==> src/rtl/rr_engine_scheduler.sv <==
`default_nettype none
// +--------------------------------------------------------------------------+
// | rr_engine_scheduler: round-robin sharing of one multi-cycle engine        |
// | between NUM_REQ requesters. Revision: 1.0                                 |
// +--------------------------------------------------------------------------+
module rr_engine_scheduler #(
  parameter int NUM_REQ = 4,
  parameter int DATA_W  = 8,
  parameter int TIMEOUT = 255
) (
  input  logic                          clk,
  input  logic                          rst_n,
  input  logic [NUM_REQ-1:0]            req_i,
  input  logic [NUM_REQ*DATA_W-1:0]     req_data_i,
  output logic [NUM_REQ-1:0]            gnt_o,
  output logic [NUM_REQ-1:0]            done_o,
  output logic                          err_o,
  output logic                          eng_start_o,
  output logic [DATA_W-1:0]             eng_data_o,
  input  logic                          eng_done_i,
  output logic                          busy_o,
  output logic [$clog2(NUM_REQ)-1:0]    owner_o
);

  localparam int IDX_W = $clog2(NUM_REQ);
  localparam int CNT_W = (TIMEOUT > 0) ? $clog2(TIMEOUT + 1) : 1;
  localparam logic [CNT_W-1:0] CNT_LAST = CNT_W'((TIMEOUT > 0) ? TIMEOUT - 1 : 0);
  localparam logic [IDX_W-1:0] IDX_LAST = IDX_W'(NUM_REQ - 1);
  localparam logic [IDX_W:0]   REQ_CNT  = (IDX_W + 1)'(NUM_REQ);

  typedef enum logic [1:0] {
    S_IDLE  = 2'd0,
    S_START = 2'd1,
    S_BUSY  = 2'd2,
    S_DONE  = 2'd3
  } state_t;

  state_t                 state_q;
  logic [IDX_W-1:0]       rr_ptr_q;
  logic [IDX_W-1:0]       owner_q;
  logic [DATA_W-1:0]      data_q;
  logic [CNT_W-1:0]       cnt_q;
  logic                   err_q;
  logic [NUM_REQ-1:0]     gnt_q;
  logic [NUM_REQ-1:0]     done_q;
  logic                   start_q;

  logic [2*NUM_REQ-1:0]   req_dbl_d;
  logic [NUM_REQ-1:0]     req_rot_d;
  logic                   arb_vld_d;
  logic [IDX_W-1:0]       arb_off_d;
  logic [IDX_W:0]         arb_sum_d;
  logic [IDX_W-1:0]       arb_idx_d;
  logic [DATA_W-1:0]      arb_data_d;

  // Rotate requests so bit 0 is rr_ptr, take the lowest set bit, then undo the rotation.
  always_comb begin
    req_dbl_d = {req_i, req_i};
    req_rot_d = NUM_REQ'(req_dbl_d >> rr_ptr_q);
    arb_vld_d = 1'b0;
    arb_off_d = '0;
    for (int i = NUM_REQ - 1; i >= 0; i--) begin
      if (req_rot_d[i]) begin
        arb_vld_d = 1'b1;
        arb_off_d = IDX_W'(i);
      end
    end
    arb_sum_d = {1'b0, rr_ptr_q} + {1'b0, arb_off_d};
    if (arb_sum_d >= REQ_CNT) begin
      arb_sum_d = arb_sum_d - REQ_CNT;
    end
    arb_idx_d  = arb_sum_d[IDX_W-1:0];
    arb_data_d = '0;
    for (int i = 0; i < NUM_REQ; i++) begin
      if (arb_idx_d == IDX_W'(i)) begin
        arb_data_d = req_data_i[i*DATA_W +: DATA_W];
      end
    end
  end

  always_ff @(posedge clk or negedge rst_n) begin
    if (!rst_n) begin
      state_q  <= S_IDLE;
      rr_ptr_q <= '0;
      owner_q  <= '0;
      data_q   <= '0;
      cnt_q    <= '0;
      err_q    <= 1'b0;
      gnt_q    <= '0;
      done_q   <= '0;
      start_q  <= 1'b0;
    end else begin
      case (state_q)
        S_IDLE: begin
          if (arb_vld_d) begin
            owner_q <= arb_idx_d;
            data_q  <= arb_data_d;
            gnt_q   <= NUM_REQ'(1) << arb_idx_d;
            start_q <= 1'b1;
            state_q <= S_START;
          end
        end
        S_START: begin
          gnt_q   <= '0;
          start_q <= 1'b0;
          cnt_q   <= '0;
          state_q <= S_BUSY;
        end
        S_BUSY: begin
          // A completion in the same cycle as the timeout is reported as success.
          if (eng_done_i) begin
            err_q   <= 1'b0;
            done_q  <= NUM_REQ'(1) << owner_q;
            state_q <= S_DONE;
          end else if ((TIMEOUT != 0) && (cnt_q == CNT_LAST)) begin
            err_q   <= 1'b1;
            done_q  <= NUM_REQ'(1) << owner_q;
            state_q <= S_DONE;
          end else begin
            cnt_q <= cnt_q + 1'b1;
          end
        end
        S_DONE: begin
          done_q   <= '0;
          err_q    <= 1'b0;
          rr_ptr_q <= (owner_q == IDX_LAST) ? '0 : owner_q + 1'b1;
          state_q  <= S_IDLE;
        end
        default: state_q <= S_IDLE;
      endcase
    end
  end

  assign gnt_o       = gnt_q;
  assign done_o      = done_q;
  assign err_o       = err_q;
  assign eng_start_o = start_q;
  assign eng_data_o  = data_q;
  assign busy_o      = (state_q != S_IDLE);
  assign owner_o     = owner_q;

endmodule
`default_nettype wire

==> config.mk <==
export PLATFORM = sky130hd
export DESIGN_NAME = rr_engine_scheduler
export DESIGN_NICKNAME = d
export VERILOG_FILES = /design/src/rtl/rr_engine_scheduler.sv
export SDC_FILE = /design/constraint.sdc
export NUM_CORES = 1
export LEC_CHECK = 0
export ABC_AREA = 1
export BUFFER_PORTS_ARGS = -buffer_cell sky130_fd_sc_hd__clkbuf_2
export CORE_UTILIZATION = 42
export CTS_CLUSTER_SIZE = 25
export DETAILED_ROUTE_END_ITERATION = 8
export GPL_TIMING_DRIVEN = 0
export HOLD_SLACK_MARGIN = 0.02
export PLACE_DENSITY_LB_ADDON = 0.1
export SLEW_MARGIN = 25
export SYNTH_ARGS = -nofsm -noshare
export SYNTH_HDL_FRONTEND = slang
export SYNTH_SLANG_ARGS = --single-unit
==> constraint.sdc <==
create_clock -name clk -period 2.7 [get_ports clk]
set_input_delay 0.135 -clock clk [delete_from_list [all_inputs] [get_ports clk]]
set_output_delay 0.135 -clock clk [all_outputs]
set_load 0.1 [all_outputs]
==> results.py, run 1 <==
metrics = {
    "clocking": {
        "clockRootBuffer": "clkbuf_8",
        "cts_buffers": 5,
        "clk_pin_slew_worst_paths_ns": 0.06,
        "cts_tree": "done",
        "htreeDepth": 2,
        "clkSinkCount": 32,
        "clock_latency_ns": 0.28,
        "clock_path_buffers": 2,
        "cts_resized": 0,
    },
    "floorplan": {
        "fp-row-count": 24,
        "initial_core_util_pct": 44.5,
        "core_um2": 4440,
        "fp.dieW_um": 70.7,
        "die_area_um2": 4990,
        "ios": 60,
        "die_y_um": 70.7,
    },
    "critical_path": {
        "reg2reg_from": "rr_ptr_q[0]",
        "slowest_stage": "dfrtp_1",
        "setup.worst_path.start": "rr_ptr_q[0]",
        "arrival_ns": 2.57,
        "cp_max_fo": 10,
        "r2r_cells": 13,
        "r2r-end": "eng_data_o[3]",
        "critPathMostFrequentCell": "nand2_1",
        "crit_type": "reg -> reg",
        "startpoint_type": "register",
        "crit_chain": "inv_2 -> nand2_1 -> nand3_1 -> nand2_1 -> nand3_1 -> a21boi_0 -> ha_1 -> inv_1 -> clkbuf_1 -> nand4_1 -> nand4_1 -> nand2_1 -> nand2_1",
        "worstSetupEndpoint": "eng_data_o[3]",
        "end_kind": "register",
        "max_stage_delay_ns": 0.51,
        "r2r_setup_slack_ns": 0.35,
        "required_ns": 2.92,
    },
    "logic_synthesis": {
        "ys.flop_type": "dfrtp_1",
        "synth.most_common_cell": "nand2_1",
        "yosys_warnings": 0,
        "synth.area.top_cells": "dfrtp_1 40%, nand2_1 11%, ha_1 7.6%",
        "ys_types": 27,
        "syn-num-nets": 312,
        "ys_seq_area_share_pct": 40.5,
        "synth-edff-count": 0,
        "avgSynthCellArea_um2": 7.58,
        "ys_ff_latch": 32,
        "synth_commonest_cells": "59 x nand2_1, 39 x inv_1, 32 x dfrtp_1",
        "synthCells": 261,
        "async_flop_share_pct": 100,
        "synth_top_cell_area_share_pct": 40.5,
        "syn_area_um2": 1980,
        "synth_top_area_cell": "dfrtp_1",
    },
    "sta": {
        "max_slew_margin_pct": 46.8,
        "hold_viol": 0,
        "setup_violations": 0,
        "fmax_mhz": 426,
        "finalSetupTns_ns": 0,
        "min_period_ns": 2.35,
        "finClkSkew_ns": 0.00129,
        "tightest_slew_ns": 0.797,
        "finalCritPeriodShare_pct": 86.9,
        "drv_slew": 0,
        "fin_ws_ns": 0.354,
        "rsz0062_at_grt": "false",
    },
    "detailed_routing": {
        "wl_per_cell_um": 11.9,
        "totalWireLength_um": 4510,
        "vias_per_cell": 5.03,
        "drtPass1Iterations": 6,
        "drtAntennaViolNets": 0,
        "drt_iter0_drc": 101,
        "drc": 4,
        "vias": 1911,
    },
    "layout": {
        "fin_area_um2": 2430,
        "final_nets": 379,
        "n_antenna_cell": 0,
        "areaGrowthSynthToFinish_pct": 22.6,
        "drive_gt1_share_pct": 25.9,
    },
    "grt": {
        "grt_pass1_wl_um": 7730,
        "grt_overflow": 0,
        "antenna_found_initial": 0,
        "grt_max_degree": 33,
        "grt_pass1_vias": 1795,
        "gr-usage-all-layers_pct": 19.8,
    },
    "run_status": {
        "violations": "design-rule violations",
        "status": "finished, violations left",
    },
    "place": {
        "dpl_cell_area_um2": 2340,
        "dp_hpwl_um": 3550,
        "numPortBuffers": 59,
        "gp_congestion": 0.778,
        "place_ws_ns": 0.376,
    },
    "flow_run": {
        "maxCapViolCount": 0,
    },
    "hold_path": {
        "hold_class": "in -> reg",
    },
}
how the worst min path moves through the flow:
| stage | depth (start not counted) | from | to | slack (ns) |
|---|---|---|---|---|
| after floorplan | 0 | rst_n | cnt_q[0] | -0.16 |
| after global placement | 1 | rst_n | cnt_q[6] | 0.27 |
| after detailed placement | 1 | rst_n | cnt_q[6] | 0.27 |
| after CTS | 5 | req_data_i[26] | eng_data_o[2] | 0.15 |
| after global routing | 5 | req_data_i[26] | eng_data_o[2] | 0.16 |
| final | 5 | req_data_i[26] | eng_data_o[2] | 0.15 |
cell usage in the layout (no fill, tap or decap), types with 2 or more instances in the layout:
cell type / netlist / final
a21oi_1: 4 / 4
buf_2: 6 / 6
clkbuf_1: 1 / 2
clkbuf_2: 0 / 59
clkbuf_8: 0 / 5
dfrtp_1: 32 / 32
ha_1: 12 / 12
inv_1: 39 / 39
inv_2: 3 / 3
nand2_1: 59 / 59
nand2_2: 4 / 4
nand3_1: 27 / 27
nand4_1: 17 / 17
nor2_1: 13 / 13
nor3_1: 4 / 4
o21ai_0: 18 / 18
o21ai_1: 2 / 2
o21ai_2: 4 / 4
o22ai_1: 3 / 3
o31ai_1: 3 / 3
xor2_1: 2 / 2
per-stage QoR:
stage          instances  utilization (%)  hold slack (ns)
2_1_floorplan        261                -           -0.161
3_3_place_gp         372             52.6            0.270
3_5_place_dp         372             52.6            0.275
4_1_cts              380             54.6            0.149
5_1_grt              380             54.6            0.159
6_report             380             54.6            0.147
sequential cells by signal (all words and copies together), names as in the netlist:
signal	flops
err_o	1
done_o	4
cnt_q	8
gnt_o	4
owner_o	2
eng_data_o	8
rr_ptr_q	2
state_q	2
eng_start_o	1
final cells by class:
cell class	instances	area (um2)
flip-flops and latches	32	801
clock inverters	1	5.00
plain buffers	8	45.0
multi-input cells	178	972
clock buffers	6	72.6
inverters	43	161
fillers	446	2020
repair buffers	60	305
well taps	52	65.1
logic make-up (layout without fill, tap and decap cells):
family | Yosys count | after routing | synth area share (%)
buffers and inverters | 51 | 118 | 10.4
AND/OR/NAND/NOR | 126 | 126 | 29.0
adder cells (fa/ha/maj) | 12 | 12 | 7.59
AO/OA/AOI/OAI | 37 | 37 | 11.2
XOR/XNOR | 3 | 3 | 1.33
flip-flops | 32 | 32 | 40.5
worst max-delay path, delay by kind of cell, from the launching register on:
family / cells / cell delay (ns)
simple gates: 8 / 0.73
flops: 1 / 0.51
buf+inv: 3 / 0.65
fa+ha+maj: 1 / 0.26
compound gates: 1 / 0.16
repair_timing:
action / 4_1_cts / 5_1_grt
setup buffers: 0 / 0
hold buffers: 1 / 0
hold endpoints to repair: 32 / 0
layer usage:
metal | part of all wire (%) | GRT usage, % | vias to the layer above | wire length (um)
li1 | - | - | 988 | -
met3 | 4.8 | 4.84 | 2 | 218
met5 | 0 | 0 | - | 0
met4 | 0.75 | 6.67 | 0 | 34
met1 | 48 | 25.1 | 877 | 2160
met2 | 47 | 33.4 | 44 | 2100
Power of run 1 is not shown: default switching activity piles up to over one toggle a cycle in this logic, so the estimate is an artifact.
==> run 2, diff against run 1 <==
Settings changed: CORE_UTILIZATION 42 to 51.
==> results.py, run 2 (synthesized netlist as in run 1, its figures left out) <==
metrics = {
    "grt": {
        "gr-usage-all-layers_pct": 23.9,
        "grt_overflow": 0,
        "grt_pass1_wl_um": 7650,
        "antenna_found_initial": 0,
        "grt_max_degree": 33,
        "grt_pass1_vias": 1801,
    },
    "layout": {
        "areaGrowthSynthToFinish_pct": 23.9,
        "layout_common_cells": "59 x nand2_1, 59 x clkbuf_2, 39 x inv_1",
        "n_antenna_cell": 0,
        "drive_gt1_share_pct": 26.1,
        "final_nets": 379,
        "instances_no_fill": 377,
        "fin_area_um2": 2450,
    },
    "critical_path": {
        "arrival_ns": 2.48,
        "crit_type": "reg -> reg",
        "critPathMostFrequentCell": "nand2_1",
        "startpoint_type": "register",
        "path_buf_inv": 3,
        "max_stage_delay_ns": 0.46,
        "end_kind": "register",
        "crit_family": "simple AND/OR/NAND/NOR gates",
        "cp_max_fo": 10,
        "slowest_stage": "dfrtp_1",
        "crit_chain": "inv_2 -> nand2_1 -> nand3_1 -> nand2_1 -> nand3_1 -> a21boi_0 -> ha_1 -> inv_1 -> clkbuf_1 -> nand4_1 -> nand4_1 -> nand2_1 -> nand2_1",
        "required_ns": 2.92,
    },
    "sta": {
        "drv_slew": 0,
        "finalSetupTns_ns": 0,
        "hold_viol": 0,
        "rsz0062_at_grt": "false",
        "tightest_slew_ns": 0.794,
        "fmax_mhz": 442,
        "finClkSkew_ns": 0.00916,
        "finalCritPeriodShare_pct": 83.7,
        "min_period_ns": 2.26,
        "max_slew_margin_pct": 47.1,
        "setup_violations": 0,
    },
    "floorplan": {
        "fp.dieW_um": 64.3,
        "die_area_um2": 4130,
        "initial_core_util_pct": 53.7,
        "die_y_um": 64.3,
        "core_um2": 3690,
        "ios": 60,
        "fp-row-count": 22,
    },
    "clocking": {
        "htreeDepth": 2,
        "post-cts-setup-buffers": 0,
        "clockRootBuffer": "clkbuf_8",
        "clock_path_buffers": 2,
        "cts_buffers": 5,
        "clkSinkCount": 32,
        "cts_tree": "done",
        "clk_pin_slew_worst_paths_ns": 0.07,
        "clock_latency_ns": 0.29,
        "cts_resized": 0,
    },
    "place": {
        "dp.cells": 368,
        "dpl_cell_area_um2": 2330,
        "gp_congestion": 0.803,
        "numPortBuffers": 59,
        "dp_hpwl_um": 3420,
    },
    "detailed_routing": {
        "totalWireLength_um": 4470,
        "drtAntennaViolNets": 0,
        "wl_per_cell_um": 11.8,
        "vias_per_cell": 5.20,
        "drt_iter0_drc": 90,
        "vias": 1959,
        "drtPass1Iterations": 4,
        "drc": 0,
    },
    "hold_path": {
        "hold_class": "in -> reg",
    },
    "run_status": {
        "status": "complete, no violations",
    },
    "flow_run": {
        "maxCapViolCount": 0,
    },
}
run 2: routing by layer:
| metal | share of wire [%] | wire (um) | GRT usage (%) | vias to the layer above |
|---|---|---|---|---|
| met5 | 0 | 0 | 0 | - |
| met4 | 1.6 | 70 | 7.78 | 0 |
| met3 | 3.9 | 174 | 5.71 | 7 |
| met2 | 49 | 2170 | 40.5 | 47 |
| met1 | 46 | 2050 | 29.7 | 914 |
| li1 | - | - | - | 991 |
run 2: final timing paths:
check | startpoint | to | slack, ns | depth (start not counted)
max | rr_ptr_q[0] | eng_data_o[3] | 0.44 | 13
min | req_data_i[28] | eng_data_o[4] | 0.15 | 5
max reg2reg | rr_ptr_q[0] | eng_data_o[3] | 0.44 | 13
min reg2reg | eng_data_o[4] | eng_data_o[4] | 0.48 | 2
max in group asynchronous | rst_n | eng_data_o[4] | 1.73 | 2
min in group asynchronous | rst_n | err_o | 0.46 | 2
run 2: per-stage QoR:
stage	hold slack [ns]	util, %	worst slack, ns
2_1_floorplan	-0.161	-	0.713
3_3_place_gp	0.265	63.3	0.469
3_5_place_dp	0.266	63.3	0.459
4_1_cts	0.147	66.5	0.438
5_1_grt	0.165	66.5	0.0985
6_report	0.150	66.5	0.439
run 2: worst min-delay path, cell delays in order:
cell and delay [ns]:
clkbuf_2 0.08, o21ai_2 0.05, inv_1 0.04, nand2_1 0.04
nand2_1 0.04
run 2: area by class of cell:
class | instances | area (um2)
plain buffers | 8 | 45.0
clock buffers | 6 | 72.6
clock inverters | 2 | 35.0
fillers | 350 | 1240
inverters | 43 | 161
multi-input cells | 178 | 972
flip-flops and latches | 32 | 801
well taps | 48 | 60.1
repair buffers | 60 | 305
run 2: repair_timing:
action,4_1_cts,5_1_grt
endpoints found under the hold margin,32,0
endpoints found under the setup margin,0,0
hold buffers,1,0
Power of run 2 is left out for the same reason.
